### src/rtl/fifo_pkg.sv
// Shared types for the FIFO write-port arbiter: FSM state encoding and a
// pointer-width helper.
package fifo_pkg;

    typedef enum logic [1:0] {
        IDLE  = 2'd0,
        GRANT = 2'd1,
        STALL = 2'd2
    } wr_state_e;

    // Width of a writer index; at least one bit so the pointer is never zero-width.
    function automatic int ptr_w(input int n);
        return (n > 1) ? $clog2(n) : 1;
    endfunction

endpackage

### src/rtl/fifo_wr_arbiter_rr_pick.sv
// Round-robin search: first set req bit at or above rr_ptr, wrapping at NREQ-1.
// Purely combinational; winner is one-hot (all zeros when valid is low).
module rr_pick #(
    parameter int NREQ = 4,
    parameter int PW   = 2
) (
    input  logic [NREQ-1:0] req,
    input  logic [PW-1:0]   rr_ptr,
    output logic [NREQ-1:0] winner,
    output logic            valid
);

    always_comb begin
        // NOTE: every output gets a default before the search so no latch is inferred.
        winner = '0;
        valid  = 1'b0;
        for (int k = 0; k < NREQ; k++) begin
            if (!valid && req[(int'(rr_ptr) + k) % NREQ]) begin
                winner[(int'(rr_ptr) + k) % NREQ] = 1'b1;
                valid                             = 1'b1;
            end
        end
    end

endmodule

### src/rtl/fifo_wr_arbiter.sv
// Round-robin arbiter sharing one FIFO write port among NREQ writers.
// Define FIFO_WR_ARB_BURST_EN to keep a grant for up to MAX_BURST consecutive pushes.
module fifo_wr_arbiter
    import fifo_pkg::*;
#(
    parameter int NREQ      = 4,
    parameter int DW        = 8,
    parameter int DEEP      = 8,
    parameter int MAX_BURST = 4
) (
    input  logic             clk,
    input  logic             rst_n,
    input  logic [NREQ-1:0]  req,
    input  logic [NREQ*DW-1:0] wdata,
    input  logic             Full,
    output logic [NREQ-1:0]  grant,
    output logic             push,
    output logic [DW-1:0]    push_data,
    output logic [DEEP-1:0]  address
);

    localparam int PW = ptr_w(NREQ);

    wr_state_e       state_q, state_d;
    logic [NREQ-1:0] grant_d;
    logic [PW-1:0]   rr_ptr_q, rr_ptr_d;
    logic [PW-1:0]   gnt_idx, ptr_after, arb_ptr;
    logic [DEEP-1:0] address_d;
    logic            req_gnt;
    logic [NREQ-1:0] win;
    logic            win_valid;
    logic            rearb;
    logic            burst_done;

    always_comb begin
        gnt_idx   = '0;
        push_data = '0;
        for (int i = 0; i < NREQ; i++) begin
            if (grant[i]) begin
                gnt_idx   = PW'(i);
                push_data = wdata[i*DW +: DW];
            end
        end
    end

    assign req_gnt   = |(req & grant);
    assign push      = rst_n & (state_q == GRANT) & req_gnt & ~Full;
    assign ptr_after = (gnt_idx == PW'(NREQ - 1)) ? '0 : gnt_idx + 1'b1;
    // A push re-arbitrates from the writer after the one just served.
    assign arb_ptr   = push ? ptr_after : rr_ptr_q;

    rr_pick #(
        .NREQ (NREQ),
        .PW   (PW)
    ) u_rr_pick (
        .req    (req),
        .rr_ptr (arb_ptr),
        .winner (win),
        .valid  (win_valid)
    );

`ifdef FIFO_WR_ARB_BURST_EN
    localparam int BW = $clog2(MAX_BURST + 1);
    logic [BW-1:0] burst_q, burst_d;

    assign burst_done = (burst_q == BW'(MAX_BURST - 1));

    always_comb begin
        burst_d = burst_q;
        if (rearb)     burst_d = '0;
        else if (push) burst_d = burst_q + 1'b1;
    end

    always_ff @(posedge clk) begin
        if (!rst_n) burst_q <= '0;
        else        burst_q <= burst_d;
    end
`else
    assign burst_done = 1'b1;
`endif

    always_comb begin
        state_d   = state_q;
        grant_d   = grant;
        rr_ptr_d  = rr_ptr_q;
        address_d = address;
        rearb     = 1'b0;
        case (state_q)
            IDLE: begin
                if (|req && !Full) rearb = 1'b1;
            end
            GRANT: begin
                if (Full) begin
                    state_d = STALL;
                end else if (req_gnt) begin
                    address_d = address + 1'b1;
                    rr_ptr_d  = ptr_after;
                    if (burst_done) rearb = 1'b1;
                end else begin
                    rearb = 1'b1;
                end
            end
            STALL: begin
                if (!Full) begin
                    if (req_gnt) state_d = GRANT;
                    else         rearb   = 1'b1;
                end
            end
            default: begin
                state_d = IDLE;
                grant_d = '0;
            end
        endcase
        if (rearb) begin
            state_d = win_valid ? GRANT : IDLE;
            grant_d = win;
        end
    end

    always_ff @(posedge clk) begin
        // NOTE: state registers use non-blocking assignments so every flop samples pre-edge values.
        if (!rst_n) begin
            state_q  <= IDLE;
            grant    <= '0;
            rr_ptr_q <= '0;
            address  <= '0;
        end else begin
            state_q  <= state_d;
            grant    <= grant_d;
            rr_ptr_q <= rr_ptr_d;
            address  <= address_d;
        end
    end

endmodule

### config.mk
export PLATFORM = sky130hd
export DESIGN_NAME = fifo_wr_arbiter
export DESIGN_NICKNAME = d
export VERILOG_FILES = /design/src/rtl/fifo_pkg.sv /design/src/rtl/fifo_wr_arbiter_rr_pick.sv /design/src/rtl/fifo_wr_arbiter.sv
export SDC_FILE = /design/constraint.sdc
export NUM_CORES = 1
export LEC_CHECK = 0
export ABC_CLOCK_PERIOD_IN_PS = 4300
export CORE_MARGIN = 4
export CORE_UTILIZATION = 40
export DETAILED_ROUTE_END_ITERATION = 12
export PLACE_DENSITY = 0.72
export SETUP_SLACK_MARGIN = 0.3
export SYNTH_ARGS = -nofsm -noshare
export SYNTH_HDL_FRONTEND = slang
export SYNTH_SLANG_ARGS = --single-unit
### constraint.sdc
create_clock -name clk -period 4.3 [get_ports clk]
set_input_delay 0.645 -clock clk [delete_from_list [all_inputs] [get_ports clk]]
set_output_delay 0.645 -clock clk [all_outputs]
set_load 0.005 [all_outputs]
### Word level (Yosys, flattened, before mapping)

Index checks and enable logic that the tools add are counted.

* register bits: 16
* output and inout bits: 21

* reduce and logical (&&, ||, !) cells: 21
* $add $sub $neg: 5
* bitwise gates (word level): 11
* order comparisons: 8
* muxes and demuxes: 49
* equal/unequal tests: 8

Operators by type and width (count)
* $mux W8: 4
* $mux W4: 6
* $mux W1: 21
* $mux W2: 8
* $lt A3 B4 Y1 const B: 3
* $or A4 B4 Y4: 3
* $ge A3 B1 Y1 const B: 3
* $ne A3 B3 Y1 const B: 3
* $add A8 B1 Y8 const B: 1
* $bmux W1 S2: 4
* $demux W1 S2: 4
* $logic_and A1 B1 Y1: 8
* $reduce_or A4 Y1: 2
* $pmux W2 S3: 1
* $reduce_or A2 Y1: 3
* $add A2 B1 Y2 const B: 2
* $add A2 B2 Y2 const B: 2
* $and A4 B4 Y4: 1
* $eq A2 B2 Y1 const B: 2
* $logic_not A1 Y1: 4
* $reduce_and A4 Y1: 1
* $and A1 B1 Y1: 3
* $and A1 B1 Y1 const A: 3
* $lt A2 B3 Y1 const B: 1
* 9 further kinds: 9

### Depth between registers and ports, before layout

* depth after elaboration: 22
* gate-level depth with buffers: 13
* mapped depth without buffers: 11

### Modules after synthesis

Synthesis repeated with hierarchy kept, for this count alone.

* cell total of the unflattened synthesis: 190
* area, all modules: 1621.6 um^2

Modules (own cells, without submodules)
* fifo_wr_arbiter: cells each 128, seq. area each 320.3 um^2, times used 1, area an instance 1127.3 um^2
* rr_pick: cells each 62, seq. area each 0.0 um^2, times used 1, area an instance 494.2 um^2

### Worst setup path before layout

No wires, ideal clock.

* kind: input-to-reg
* from: input req[3]
* to: register grant[0]
* data arrival time: 2832 ps
* slack: 1344 ps
* required time: 4176 ps
* buffers on the path: 2
* setup time: 124 ps
* cell stages on the path: 13
* path through: buf_2 a22oi_4 a21o_4 inv_4 mux2i_2 buf_6 inv_1 ha_1 mux2i_1 mux2i_2 a211oi_2 a221oi_1 o21ai_1

* longest elaborated chain between the ends: 19

RTL lines
* from (decl): RTL line fifo_wr_arbiter.sv:13 `input logic [NREQ-1:0] req,`
* $and A4 B4 Y4 (*): RTL line fifo_wr_arbiter.sv:46 `assign req_gnt = |(req & grant);`
* $reduce_or A4 Y1 (*): RTL line fifo_wr_arbiter.sv:46
* $and A1 B1 Y1 (*) (2 in series): RTL line fifo_wr_arbiter.sv:47 `assign push = rst_n & (state_q == GRANT) & req_gnt & ~Full;`
* net push: RTL line fifo_wr_arbiter.sv:17 `output logic push,`
* $mux W2 (*): RTL line fifo_wr_arbiter.sv:50 `assign arb_ptr = push ? ptr_after : rr_ptr_q;`
* $add A2 B1 Y2: RTL line fifo_wr_arbiter_rr_pick.sv:18, fifo_wr_arbiter_rr_pick.sv:19
* $reduce_or A2 Y1 (no source line)
* $and A1 B1 Y1 (no source line)
* [... 3 more ...]
* $demux W1 S2
* $or A4 B4 Y4 (no source line)
* $mux W4: RTL line fifo_wr_arbiter_rr_pick.sv:18 `if (!valid && req[(int'(rr_ptr) + k) % NREQ]) begin`
* $or A4 B4 Y4 (no source line)
* $mux W4: RTL line fifo_wr_arbiter_rr_pick.sv:18
* $or A4 B4 Y4 (no source line)
* $mux W4 (*): RTL line fifo_wr_arbiter_rr_pick.sv:18
* $mux W4 (*): RTL line fifo_wr_arbiter.sv:114 `if (rearb) begin`
* to (signal assigned): RTL line fifo_wr_arbiter.sv:129 `grant <= grant_d;`
* to (decl): RTL line fifo_wr_arbiter.sv:16 `output logic [NREQ-1:0] grant,`

Mark *: on every way through the listed nets, which the timed path passes. The rest lies on a longest branch. The select of a mux whose other input is x is not followed.
A chain may end at the register's enable or synchronous reset.

### Worst setup path in the final report

* from: input Full
* to: register grant[0]

* longest elaborated chain between the ends: 17

RTL lines
* from (decl): RTL line fifo_wr_arbiter.sv:15 `input logic Full,`
* $not A1 Y1 (no source line)
* $and A1 B1 Y1: RTL line fifo_wr_arbiter.sv:47
* $mux W2: RTL line fifo_wr_arbiter.sv:50
* $add A2 B1 Y2: RTL line fifo_wr_arbiter_rr_pick.sv:18, fifo_wr_arbiter_rr_pick.sv:19
* $reduce_or A2 Y1 (no source line)
* $and A1 B1 Y1 (no source line)
* $lt A3 B4 Y1 (not written as such) or $ge A3 B1 Y1 (tied branches): RTL line fifo_wr_arbiter_rr_pick.sv:19 `winner[(int'(rr_ptr) + k) % NREQ] = 1'b1;`
* $logic_and A1 B1 Y1 (not written as such): RTL line fifo_wr_arbiter_rr_pick.sv:19
* $mux W1 (not written as such): RTL line fifo_wr_arbiter_rr_pick.sv:19
* $demux W1 S2
* $or A4 B4 Y4 (no source line)
* $mux W4: RTL line fifo_wr_arbiter_rr_pick.sv:18
* $or A4 B4 Y4 (no source line)
* $mux W4: RTL line fifo_wr_arbiter_rr_pick.sv:18
* $or A4 B4 Y4 (no source line)
* $mux W4: RTL line fifo_wr_arbiter_rr_pick.sv:18
* $mux W4: RTL line fifo_wr_arbiter.sv:114

Parallel ways exist; a longest one is shown, timed or not. The select of a mux whose other input is x is not followed.

==> impl_results.md <==
* Fin crit share at 0.8455
* Area contributors post-synth: dfxtp_1, o21ai_0, ha_1
* Final-layout fill cell count at 331
* Fmax at 275.0 MHz
* Largest area contributor in the netlist: dfxtp_1
* Antenna Violating Nets Remaining at 0
* CP Max Fanout at 9
* Number of buffers added on ports at between 50 and 60
* TritonRoute pass-1 iters at 4
* Ys async rst share at 0
* Yosys top cell area share at 0.2119
* Worst-path clk slew at around 70 ps
* H-tree levels at 1
* Mapped Nets at approximately 230
* CTS Buf Count at 3
* Max cap viols at 0
* Setup_tns at 0 ps
* Worst path cell trace: clkdlybuf4s50_1 > nand4bb_1 > a211oi_1 > a21o_1 > inv_1 > ha_1 > mux2i_1 > mux2i_2 > a211oi_2 > a221oi_1 > o21ai_1
* Design area at around 2200 um^2
* Largest net degree at the start of global routing at 22
* Worst skew pair latency at 250 ps
* Peak supply drop at 0.1077 mV
* Worst-Margin Slew at 723.4 ps
* CTS tree: yes
* Ratio of cells with drive above 1 in the final layout at 0.08155
* Setup Buffers After CTS at 0
* RSZ-0062 raised after global routing: no
* Gr usage total at 0.1725
* Root buf cell: clkbuf_8
* Synth warn at 0
* Bufs and invs on worst path at 2
* HPWL after DPL at 3158 um
* Clock buffer depth at 2
* Worst Hold Launch: address[7]
* R2r setup slk at 980 ps
* Core Region at 3661 um^2
* Vias/cell at 5.498
* Worst EP required at 4440 ps
* Layout Area Growth over Synthesis at 43.79%
* Cell Area, Synth at 1511 um^2
* Slew Viols, Final at 0
* Placed cell area at 2118 um^2
* Hold Path End: address[7]
* I/O pins at 60
* Final Total Pwr at between 0.4 and 0.5 mW
* Type of origin of the critical path: input port
* Die Y at slightly below 70 um
* Final WL at 4098 um
* Register bit total from synthesis at 16
* Slowest-stage cell, CP: clkdlybuf4s50_1
* Hold WC Path Type: flip-flop to flip-flop
* Num rows at 22
* Critical R2R Launch: grant[3]
* Sequential Area at approximately 320 um^2
* Vias in the first global route at 1,449
* Leak pwr at 0.8397 nW
* # diodes at 0
* DRC Markers at 0
* Slew headroom at 0.5162
* Worst Path Class, Setup: input port to flip-flop
* Syn avg cell area at 8.539 um^2
* DIE AREA at about 4800 um^2
* WHS at 497.0 ps
* Period minus WS final at about 3600 ps
* R2R Path End: grant[0]
* Starting Density at 0.4129
* Worst Skew at about 1.6 ps
* Final setup fails at 0
* Post_cts resized at 0
* Pwr dens at between 200 and 250 nW/um^2
* CTS Hold Bufs at 0
* Initial antenna violation count at 0
* Congestion Overflow GR at 0
* Largest delay share family, worst path: compound AO/OA/AOI/OAI gates
* Seq/Total Area, Yosys at 0.2119
* Die X at 69.47 um
* Routed vias at ~1.5k
* Hold depth at 2
* First-pass GRT wire length at approximately 7000 um
* Commonest cells in the netlist: o21ai_0, dfxtp_1, nand2_1
* Multi-input logic area at 1086 um^2
* Worst reg2reg path depth at 10
* Iteration-0 DRC Markers at 38
* Primary FF master, synth: dfxtp_1
* Final hold violations at 0
* Routed length per placed instance at 14.58 um
* # clock sinks at 16
* Worst EP arrival at 3770 ps
* Syn Inst Count at 177
* Nets at 282
* GP Congestion at 0.8988
* Count leader, synth: o21ai_0
* Status: finished, final reports clean
* Critical path's largest stage delay at 520 ps
* EDFF count, synth at 0
* Library cells used by synthesis at 47
* Worst Setup End Kind: flip-flop
[worst max path at each step]
| stage | slack, ps | to | cells after the start | start |
|---|---|---|---|---|
| 2_1_floorplan | 1340 | grant[0] | 13 | req[3] |
| 3_3_place_gp | 550 | grant[1] | 11 | req[0] |
| 3_5_place_dp | 470 | grant[0] | 11 | req[0] |
| 4_1_cts | 680 | grant[0] | 11 | req[0] |
| 5_1_grt | 390 | grant[2] | 11 | req[0] |
| 6_report | 660 | grant[0] | 11 | Full |
[layout make-up]
| cell class | instances | share of cell area |
|---|---|---|
| multi-input cells | 142 | 0.4997 |
| repair buffers | 62 | 0.2821 |
| flip-flops and latches | 16 | 0.1474 |
| well taps | 48 | 0.02763 |
| clock buffers | 4 | 0.02533 |
| inverters | 9 | 0.01785 |
[flip-flops by register name, indices dropped and copies added, names as in the netlist]
signal	flops
address	8
grant	4
rr_ptr_q	2
state_q	2
[where the power goes]
group / switching [mW] / internal (mW)
combinational: 0.0663 / 0.0993
sequential: 0.0128 / 0.153
clock: 0.0542 / 0.0813
[placed cells by master, fill, tap and decap left out, drive strengths merged, types with 4 or more instances in the layout]
cell type,synthesis,routed
clkbuf,4,4
and2,5,5
a211oi,8,8
a221o,9,9
o21ai,27,27
dfxtp,16,16
nand2b,4,4
inv,9,9
a32oi,4,4
nor2b,5,5
clkdlybuf4s50,0,59
mux2i,11,11
ha,9,9
nand2,16,16
a221oi,4,4
[per-layer routing]
| metal | share of wire | vias to the layer above | GRT usage |
|---|---|---|---|
| met4 | 0.031 | 0 | 0.08026 |
| li1 | - | 784 | - |
| met5 | 0 | - | 0 |
| met1 | 0.46 | 697 | 0.2386 |
| met2 | 0.45 | 51 | 0.2606 |
| met3 | 0.053 | 13 | 0.02754 |
[worst reg2reg max path, cell delays in order, from the launching register on]
cell and delay, ps:
dfxtp_1 780, a22oi_4 130, a211oi_1 470, a21o_1 330
inv_1 150, ha_1 380, mux2i_1 160, mux2i_2 300
a211oi_2 100, a221oi_1 300, o21ai_1 110
[cells by family (layout without fill, tap and decap cells)]
kind of cell	count (synthesis)	in the layout	share of synthesized area
compound gates	68	68	0.3411
simple gates	47	47	0.1714
buf+inv	19	75	0.06954
flops	16	16	0.2119
mux	13	13	0.1027
fa+ha+maj	9	9	0.07450
xor+xnor	5	5	0.02898
[stage by stage]
step,worst slack [ps],cells,util
after floorplan,1344,177,-
after global placement,553.0,277,0.5786
after detailed placement,466.8,277,0.5786
after CTS,677.3,281,0.5936
after global routing,385.4,281,0.5936
final,664.2,281,0.5936
Note: power is estimated with default switching activity, not from simulation.
